### src/rtl/fft_writeback_addr_gen_if.sv
// Butterfly-result handshake and RAM write port bundle for fft_writeback_addr_gen.
interface fft_writeback_addr_gen_if #(
  parameter int SIZE   = 4,
  parameter int DATA_W = 32
);
  logic              bf_valid;
  logic              bf_ready;
  logic [DATA_W-1:0] bf_x;
  logic [DATA_W-1:0] bf_y;
  logic              en_wr;
  logic [SIZE-1:0]   wr_ptr;
  logic [DATA_W-1:0] wr_data;

  modport master (
    output bf_valid, bf_x, bf_y,
    input  bf_ready, en_wr, wr_ptr, wr_data
  );

  modport slave (
    input  bf_valid, bf_x, bf_y,
    output bf_ready, en_wr, wr_ptr, wr_data
  );
endinterface

### src/rtl/fft_writeback_addr_gen.sv
// In-place write-back address generator for one radix-2 FFT stage.
// Define WB_OVERRUN_CHECK_EN to build the sticky overrun_err protocol check.
//
// state | meaning
// IDLE  | waiting for start_stage, not accepting pairs
// ARMED | accepting pairs, nothing to write yet
// WR_X  | writing top output of the head pair
// WR_Y  | writing bottom output, popping the head pair
// DONE  | all N words written, stage_done pulse being issued
module fft_writeback_addr_gen #(
  parameter int stage_FFT  = 2,
  parameter int N          = 16,
  parameter int SIZE       = 4,
  parameter int DATA_W     = 32,
  parameter int FIFO_DEPTH = 4
) (
  input  logic                    clk,
  input  logic                    rst_n,
  input  logic                    start_stage,
  fft_writeback_addr_gen_if.slave bus,
  output logic                    stage_done,
  output logic                    overrun_err
);

  localparam int PW = $clog2(FIFO_DEPTH);
  localparam int CW = $clog2(FIFO_DEPTH + 1);
  localparam int SH = stage_FFT - 1;
  localparam logic [SIZE-1:0] HALF     = SIZE'(1 << SH);
  localparam logic [SIZE-1:0] ACC_MAX  = SIZE'(N / 2);
  localparam logic [SIZE-1:0] LAST_BF  = SIZE'(N / 2 - 1);
  localparam logic [CW-1:0]   CNT_FULL = CW'(FIFO_DEPTH);

  typedef enum logic [2:0] {IDLE, ARMED, WR_X, WR_Y, DONE} state_t;

  state_t state_q, state_d;

  logic [DATA_W-1:0] mem_x [FIFO_DEPTH];
  logic [DATA_W-1:0] mem_y [FIFO_DEPTH];
  logic [PW-1:0]     rd_idx, wr_idx;
  logic [CW-1:0]     fifo_cnt, cnt_next;
  logic [SIZE-1:0]   acc_cnt, acc_next, wr_cnt;
  logic [SIZE-1:0]   k, top, bottom;

  logic              ready_q, ready_d;
  logic              en_wr_q, en_wr_d;
  logic [SIZE-1:0]   wr_ptr_q;
  logic [DATA_W-1:0] wr_data_q;
  logic              done_q, done_d;
  logic              push, pop, clear, armed_next;

  assign bus.bf_ready = ready_q;
  assign bus.en_wr    = en_wr_q;
  assign bus.wr_ptr   = wr_ptr_q;
  assign bus.wr_data  = wr_data_q;
  assign stage_done   = done_q;

  // Butterfly b = wr_cnt: top = ((b >> (s-1)) << s) + (b mod half)
  assign k      = wr_cnt & (HALF - SIZE'(1));
  assign top    = ((wr_cnt >> SH) << stage_FFT) + k;
  assign bottom = top + HALF;

  assign push     = bus.bf_valid & ready_q;
  assign pop      = (state_q == WR_Y);
  assign cnt_next = clear ? '0 : fifo_cnt + CW'(push) - CW'(pop);
  assign acc_next = clear ? '0 : acc_cnt + SIZE'(push);

  always_ff @(posedge clk or negedge rst_n) begin
    if (!rst_n) state_q <= IDLE;
    else        state_q <= state_d;
  end

  always_comb begin
    state_d    = state_q;
    clear      = 1'b0;
    en_wr_d    = 1'b0;
    done_d     = 1'b0;
    case (state_q)
      IDLE: begin
        if (start_stage) begin
          state_d = ARMED;
          clear   = 1'b1;
        end
      end
      ARMED: begin
        if (fifo_cnt != '0) state_d = WR_X;
      end
      WR_X: begin
        en_wr_d = 1'b1;
        state_d = WR_Y;
      end
      WR_Y: begin
        en_wr_d = 1'b1;
        if (wr_cnt == LAST_BF)    state_d = DONE;
        else if (cnt_next != '0)  state_d = WR_X;
        else                      state_d = ARMED;
      end
      DONE: begin
        done_d  = 1'b1;
        state_d = IDLE;
      end
      default: state_d = IDLE;
    endcase
    armed_next = (state_d == ARMED) || (state_d == WR_X) || (state_d == WR_Y);
    ready_d    = armed_next && (cnt_next != CNT_FULL) && (acc_next < ACC_MAX);
  end

  // Storage needs no reset: the pointers alone decide what is valid.
  always_ff @(posedge clk) begin
    if (push) begin
      mem_x[wr_idx] <= bus.bf_x;
      mem_y[wr_idx] <= bus.bf_y;
    end
  end

  always_ff @(posedge clk or negedge rst_n) begin
    if (!rst_n) begin
      rd_idx    <= '0;
      wr_idx    <= '0;
      fifo_cnt  <= '0;
      acc_cnt   <= '0;
      wr_cnt    <= '0;
      ready_q   <= 1'b0;
      en_wr_q   <= 1'b0;
      wr_ptr_q  <= '0;
      wr_data_q <= '0;
      done_q    <= 1'b0;
    end else begin
      fifo_cnt <= cnt_next;
      acc_cnt  <= acc_next;
      if (clear) begin
        rd_idx <= '0;
        wr_idx <= '0;
        wr_cnt <= '0;
      end else begin
        if (push) wr_idx <= wr_idx + PW'(1);
        if (pop) begin
          rd_idx <= rd_idx + PW'(1);
          wr_cnt <= wr_cnt + SIZE'(1);
        end
      end
      ready_q <= ready_d;
      en_wr_q <= en_wr_d;
      done_q  <= done_d;
      if (state_q == WR_X) begin
        wr_ptr_q  <= top;
        wr_data_q <= mem_x[rd_idx];
      end else if (state_q == WR_Y) begin
        wr_ptr_q  <= bottom;
        wr_data_q <= mem_y[rd_idx];
      end
    end
  end

`ifdef WB_OVERRUN_CHECK_EN
  logic overrun_q;

  always_ff @(posedge clk or negedge rst_n) begin
    if (!rst_n) begin
      overrun_q <= 1'b0;
    end else if (bus.bf_valid &&
                 ((state_q == IDLE) || (state_q == DONE) || (acc_cnt == ACC_MAX))) begin
      overrun_q <= 1'b1;
    end
  end

  assign overrun_err = overrun_q;
`else
  assign overrun_err = 1'b0;
`endif

endmodule

### src/flat_wrapper.sv
// flat-port wrapper written by rule: the top's interface ports become plain ports
module fft_writeback_addr_gen_flat 
#(
  parameter int stage_FFT  = 2,
  parameter int N          = 16,
  parameter int SIZE       = 4,
  parameter int DATA_W     = 32,
  parameter int FIFO_DEPTH = 4
)
  (clk, rst_n, start_stage, stage_done, overrun_err, bus_bf_valid, bus_bf_x, bus_bf_y, bus_bf_ready, bus_en_wr, bus_wr_ptr, bus_wr_data);
  fft_writeback_addr_gen_if #(.SIZE(SIZE), .DATA_W(DATA_W)) bus_i ();
  input  logic clk;
  input  logic rst_n;
  input  logic start_stage;
  output logic stage_done;
  output logic overrun_err;
  input wire logic [$bits(bus_i.bf_valid)-1:0] bus_bf_valid;
  input wire logic [$bits(bus_i.bf_x)-1:0] bus_bf_x;
  input wire logic [$bits(bus_i.bf_y)-1:0] bus_bf_y;
  output wire logic [$bits(bus_i.bf_ready)-1:0] bus_bf_ready;
  output wire logic [$bits(bus_i.en_wr)-1:0] bus_en_wr;
  output wire logic [$bits(bus_i.wr_ptr)-1:0] bus_wr_ptr;
  output wire logic [$bits(bus_i.wr_data)-1:0] bus_wr_data;
  assign bus_i.bf_valid = bus_bf_valid;
  assign bus_i.bf_x = bus_bf_x;
  assign bus_i.bf_y = bus_bf_y;
  assign bus_bf_ready = bus_i.bf_ready;
  assign bus_en_wr = bus_i.en_wr;
  assign bus_wr_ptr = bus_i.wr_ptr;
  assign bus_wr_data = bus_i.wr_data;
  fft_writeback_addr_gen #(.stage_FFT(stage_FFT), .N(N), .SIZE(SIZE), .DATA_W(DATA_W), .FIFO_DEPTH(FIFO_DEPTH)) u_core (.clk(clk), .rst_n(rst_n), .start_stage(start_stage), .bus(bus_i), .stage_done(stage_done), .overrun_err(overrun_err));
endmodule
### config.mk
export PLATFORM = sky130hd
export DESIGN_NAME = fft_writeback_addr_gen_flat
export DESIGN_NICKNAME = d
export VERILOG_FILES = /design/src/rtl/fft_writeback_addr_gen_if.sv /design/src/rtl/fft_writeback_addr_gen.sv /design/src/flat_wrapper.sv
export SDC_FILE = /design/constraint.sdc
export NUM_CORES = 1
export LEC_CHECK = 0
export ABC_AREA = 1
export CAP_MARGIN = 20
export CORE_MARGIN = 8
export CORE_UTILIZATION = 47
export DETAILED_ROUTE_END_ITERATION = 8
export PLACE_DENSITY_LB_ADDON = 0.15
export SETUP_SLACK_MARGIN = 0.4
export SYNTH_ARGS = -nofsm -noshare
export SYNTH_HDL_FRONTEND = slang
export SYNTH_SLANG_ARGS = --single-unit
### constraint.sdc
create_clock -name clk -period 7 [get_ports clk]
set_input_delay 1.4 -clock clk [delete_from_list [all_inputs] [get_ports clk]]
set_output_delay 1.4 -clock clk [all_outputs]
set_load 0.02 [all_outputs]
Yosys cells after proc, flatten, opt, wreduce, memory -nomap -nowiden

Memory sizes are Yosys's and may differ from the RTL's.
Index checks and enable logic that the tools add are counted.

Bits in registers: 57
Bits in writable memories: 256
Input port bits: 68
Output and inout port bits: 40
Logic and storage cells: 66
Memories: 2

Add/subtract/negate cells: 8
Eq/ne operators: 9
Mux-type cells: 23
Bitwise gates (word level): 1
Reduce and logical (&&, ||, !) cells: 11
$lt $le $gt $ge: 1

Memory list:

| name         | depth | bits a word | read ports | clocked after memory_dff | wr ports | RTL line                     | source |
|---|---|---|---|---|---|---|---|
| u_core.mem_x | 4     | 32          | 1          | 0                        | 1        | fft_writeback_addr_gen.sv:37 | `logic [DATA_W-1:0] mem_x [FIFO_DEPTH];` |
| u_core.mem_y | 4     | 32          | 1          | 0                        | 1        | fft_writeback_addr_gen.sv:38 | `logic [DATA_W-1:0] mem_y [FIFO_DEPTH];` |

Operator list:

| operator              | number |
|---|---|
| $mux W32              | 2 |
| $mux W4               | 5 |
| $eq A3 B2 Y1 const B  | 4 |
| $mux W3               | 4 |
| $pmux W3 S4           | 1 |
| $mux W2               | 5 |
| $add A4 B1 Y4         | 2 |
| $eq A3 B1 Y1 const B  | 2 |
| $mux W1               | 6 |
| $reduce_bool A2 Y1    | 3 |
| $reduce_bool A3 Y1    | 2 |
| $add A2 B1 Y2 const B | 2 |
| $add A4 B1 Y4 const B | 1 |
| $add A4 B2 Y4 const B | 1 |
| $eq A4 B3 Y1 const B  | 1 |
| $lt A4 B4 Y1 const B  | 1 |
| $add A3 B1 Y3         | 1 |
| $eq A3 B3 Y1 const B  | 1 |
| $logic_not A3 Y1      | 1 |
| $ne A3 B3 Y1 const B  | 1 |
| $sub A3 B1 Y3         | 1 |
| $logic_and A1 B1 Y1   | 2 |
| $logic_or A1 B1 Y1    | 2 |
| $reduce_or A2 Y1      | 1 |
| $and A1 B1 Y1         | 1 |

Longest topological paths before layout

Depth in word-level cells: 13
Depth in mapped cells: 18
Gate-level depth less buffers: 16

Least setup slack after synthesis

No wires, ideal clock.

Path type: input to register
Start: input port bus_bf_valid
End: memory u_core.mem_x[0][0], enable pin
Data arrival time: 4.251 ns
Stages on the path: 2
Data required time: 6.513 ns
Path slack: 2.263 ns
Setup time: 0.487 ns
Buffers on the path: 0
Cell sequence: nand2_1 nor2_1

Word-level cells in the longest chain between the ends: 3

Ends and longest elaborated chain:

| item                          | RTL line                      | source |
|---|---|---|
| start: declaration            | flat_wrapper.sv:17            | `input wire logic [$bits(bus_i.bf_valid)-1:0] bus_bf_valid;` |
| $and A1 B1 Y1                 | fft_writeback_addr_gen.sv:62  | `assign push = bus.bf_valid & ready_q;` |
| $mux W1                       | fft_writeback_addr_gen.sv:109 | `if (push) begin` |
| $mux W1 (implied by the code) | fft_writeback_addr_gen.sv:110 | `mem_x[wr_idx] <= bus.bf_x;` |
| end: declaration              | fft_writeback_addr_gen.sv:37  |  |

No other way between the ends.

Worst setup path in the final report

Start: register u_core.state_q[2]
End: register u_core.ready_q (netlist: u_core.bus.bf_ready)

Word-level cells in the longest chain between the ends: 12
Elaborated cells between the ends (all ways): 23
Those cells by class: 1 x add/sub; 1 x order compare; 7 x eq/ne; 8 x mux; 6 x reduce/logical

Ends and longest elaborated chain:

| item                                                    | RTL line                                                   | source |
|---|---|---|
| start: declaration                                      | fft_writeback_addr_gen.sv:35                               | `state_t state_q, state_d;` |
| start signal: assignment                                | fft_writeback_addr_gen.sv:69                               | `else state_q <= state_d;` |
| $eq A3 B2 Y1 / $logic_not A3 Y1 (equally long branches) | fft_writeback_addr_gen.sv:63, fft_writeback_addr_gen.sv:77 |  |
| $sub A3 B1 Y3 / $mux W1 (equally long branches)         | fft_writeback_addr_gen.sv:64, fft_writeback_addr_gen.sv:77 |  |
| $mux W3                                                 | fft_writeback_addr_gen.sv:64                               | `assign cnt_next = clear ? '0 : fifo_cnt + CW'(push) - CW'(pop);` |
| $reduce_bool A3 Y1                                      | fft_writeback_addr_gen.sv:94                               | `else if (cnt_next != '0) state_d = WR_X;` |
| $mux W2                                                 | fft_writeback_addr_gen.sv:94                               |  |
| $mux W3                                                 | fft_writeback_addr_gen.sv:93                               | `if (wr_cnt == LAST_BF) state_d = DONE;` |
| $pmux W3 S4 *                                           | fft_writeback_addr_gen.sv:77                               | `case (state_q)` |
| net u_core.state_d[1]                                   | fft_writeback_addr_gen.sv:35                               |  |
| $eq A3 B1 Y1 / $eq A3 B2 Y1 (equally long branches)     | fft_writeback_addr_gen.sv:103                              | `armed_next = (state_d == ARMED) \|\| (state_d == WR_X) \|\| (state_d == WR_Y);` |
| $logic_or A1 B1 Y1                                      | fft_writeback_addr_gen.sv:103                              |  |
| $logic_or A1 B1 Y1 *                                    | fft_writeback_addr_gen.sv:103                              |  |
| $logic_and A1 B1 Y1 * (2 in a row)                      | fft_writeback_addr_gen.sv:104                              | `ready_d = armed_next && (cnt_next != CNT_FULL) && (acc_next < ACC_MAX);` |
| net u_core.ready_d                                      | fft_writeback_addr_gen.sv:44                               | `logic ready_q, ready_d;` |
| end signal: assignment                                  | fft_writeback_addr_gen.sv:141                              | `ready_q <= ready_d;` |
| end: declaration                                        | fft_writeback_addr_gen.sv:44                               |  |

Mark *: on every way through the listed nets, which the timed path passes. The rest lies on a longest branch.
A chain may end at the register's enable or synchronous reset.

==> key figures <==
Outcome
  • Status: complete, no violations

Drt
  • First-pass DRT Iterations: 4
  • Initial DRC Count: 532
  • Routed wire length: 27.7 mm
  • Post-DRT Antenna Nets: 0
  • Wire length per cell: 19.9 um
  • WL met2: 13.7 mm
  • Post-DR vias/cell: 5.38
  • Highest metal used: met4
  • Drt drc: 0
  • Vias: 7462
  • Routed wire length on met3: 1.36 mm
  • Metal1 wirelength: 11.9 mm

Timing
  • Worst-margin pin slew: 1040 ps
  • Final Slew Violations: 0
  • Fin Setup TNS: 0 ps
  • Endpoints failing hold: 0
  • Post-layout minimum cycle time: 3760 ps
  • Relative slew slack: 0.305
  • Final setup fails: 0
  • Period utilisation layout: 0.537
  • Max Fclk: 266 MHz
  • Clock Skew: 7.07 ps
  • RSZ-0062 raised after global routing: false

Global routing
  • Total GRT Usage: 0.178
  • Largest net degree at the start of global routing: 99
  • Initial antenna violation count: 0
  • Grt ovf: 0
  • First-pass GRT wire length: 43.0 mm
  • Vias in the first global route: 7703

Synth
  • Post-synthesis cell area: 0.0121 sq mm
  • Library cells used by synthesis: 32
  • Net Count, Synth: 1013
  • Main synth FF type: edfxtp_1
  • Post-synth EDFFs: 256
  • Library cell with the highest instance count after synthesis: edfxtp_1
  • Mapped Cells: 935
  • Synth async-reset ratio: 0.182
  • Leading area contributor after synthesis: edfxtp_1
  • Top post-synthesis cells by count: edfxtp_1 (256), nor2_1 (139), nand2_1 (123)
  • Synth warn: 0
  • Yosys reg bits: 313
  • Main area contributors after synthesis: edfxtp_1 (64%), dfrtp_1 (12%), o21ai_0 (4.9%), nor2_1 (4.3%), nand2_1 (3.8%)
  • Post-synth top area share: 0.636
  • Register area share after synthesis: 0.754
  • Average cell area after synthesis: 12.9 sq um

Power
  • Pwr/cell area: 260 mW/mm^2
  • Leak pwr: 5.18 nW
  • Max VDD drop: 0.191 mV
  • Tot Pwr: 0.00376 W

Hold path
  • Hold Path Origin: u_core.bus.wr_ptr[0]
  • Hold Crit Class: reg -> reg
  • Hold depth: 2
  • Worst Hold Endpoint: u_core.bus.wr_ptr[0]

Clocking
  • CTS tree: done
  • Clock sink count: 313
  • Root Buffer: clkbuf_16
  • CTS max path bufs: 3
  • Cts repair resizes: 0
  • H-tree depth: 2
  • Total CTS buffers: 34
  • Clk_lat worst skew: 500 ps
  • Post CTS Setup Buffer Count: 0
  • CTS Hold Buffers Added: 0
  • Clk slew on worst S/H paths: 60 ps

Critical path
  • Reg2Reg Setup Slack: 3240 ps
  • CP Launch Type: flip-flop
  • CP endpoint kind: flip-flop
  • R2r endpoint: u_core.bus.bf_ready
  • RR Startpoint: u_core.state_q[2]
  • R2R cell count: 15
  • CP Class: reg -> reg
  • WP data required: 7390 ps
  • CP max FO: 42
  • Worst path arrival time: 4150 ps

Placement
  • I/O Buffers: 106
  • GP Congestion: 0.740
  • DP Area: 0.0134 sq mm
  • HPWL Detailed: 15.6 mm

Finish
  • Share of layout cells above drive strength 1: 0.0766
  • Ant. Diodes: 0
  • # fillers: 2078
  • Post-route cell area: 0.0144 sq mm
  • Area growth syn-to-layout: 19.5%
  • Nets: 1111

Die
  • Die Wd: 176 um
  • I/O Pins: 108
  • # rows: 58
  • Chip height: 176 um
  • Core area: 0.0253 sq mm
  • Die area: 0.0311 sq mm
  • Initial Util: 0.479

Job
  • Max Cap Viol: 0
-- registers in the layout, indices dropped and copies added, names as in the netlist --
signal	flops
u_core.wr_cnt	4
u_core.bus.wr_ptr	4
u_core.wr_idx	2
u_core.acc_cnt	4
u_core.rd_idx	2
u_core.mem_x	128
u_core.bus.wr_data	32
u_core.bus.bf_ready	1
u_core.mem_y	128
u_core.state_q	3
u_core.bus.en_wr	1
u_core.stage_done	1
u_core.fifo_cnt	3
-- per-stage QoR --
step / cells / hold WS [ps] / setup slack [ps] / util
after floorplan: 935 / 446 / 2260 / -
after global placement: 1327 / 470 / 3020 / 0.530
after detailed placement: 1327 / 476 / 2940 / 0.530
after CTS: 1388 / 488 / 3140 / 0.572
after global routing: 1388 / 509 / 2910 / 0.572
final: 1388 / 482 / 3240 / 0.572
-- worst max-delay path, stage by stage, from the launching register on --
cell	delay, ps
dfrtp_1	380
inv_1	90
nand2_2	520
nor2_4	1010
ha_1	370
inv_1	60
ha_1	130
inv_1	50
fa_1	510
inv_1	50
o21ai_2	160
nand2_1	70
nand2_1	50
nand2_1	60
nor2_1	90
nor2_1	50
-- cells by family after synthesis --
kind of cell,share of synthesized area
buffers and inverters,0.0335
other,0.000310
and+or+nand+nor,0.108
adders and majority gates,0.0110
xor gates and xnor gates,0.000725
DFF,0.754
AOI/OAI and AO/OA,0.0920
-- metal layers --
layer,GRT usage,vias to the layer above
met5,0,-
met4,0.0585,0
met3,0.0310,40
met2,0.303,185
met1,0.227,3690
li1,-,3547
-- layout by cell type, fill, tap and decap left out, types with 3 or more instances in the layout --
cell / n
inv_1: 29
nor2_4: 6
clkdlybuf4s50_1: 105
clkbuf_16: 35
o21ai_0: 118
clkbuf_1: 11
clkinv_2: 7
o22ai_1: 62
a21oi_1: 6
edfxtp_1: 256
clkbuf_8: 3
nand3_1: 42
nor2_1: 135
nand2_1: 123
o21ai_1: 15
ha_1: 9
clkinv_1: 3
inv_2: 3
dfrtp_1: 55
buf_4: 10
-- power breakdown --
part,switching (W),internal (W),total [W]
clock network,0.000690,0.000990,0.00168
logic,0.0000302,0.0000333,0.0000635
registers,0,0.00202,0.00202
total,0.000720,0.00304,0.00376
-- final cells by class --
| class | count | area (sq um) | area share |
|---|---|---|---|
| Clock inverter | 12 | 87.6 | 0.00607 |
| Timing Repair Buffer | 116 | 1130 | 0.0783 |
| Inverter | 34 | 131 | 0.00910 |
| Multi-Input combinational cell | 534 | 2600 | 0.180 |
| Tap cell | 330 | 413 | 0.0286 |
| Clock buffer | 49 | 958 | 0.0664 |
| Sequential cell | 313 | 9120 | 0.632 |
-- how the worst max path moves through the flow --
stage	slack, ps	startpoint	endpoint	depth (start not counted)
after CTS	3140	u_core.state_q[2]	u_core.bus.bf_ready	15
after detailed placement	2940	bus_bf_valid	u_core.mem_y[1][22]	4
after global placement	3020	bus_bf_valid	u_core.mem_y[1][22]	4
after floorplan	2260	bus_bf_valid	u_core.mem_x[0][0]	2
after global routing	2910	u_core.state_q[2]	u_core.bus.bf_ready	15
final	3240	u_core.state_q[2]	u_core.bus.bf_ready	15
(Power assumes the default switching activity.)
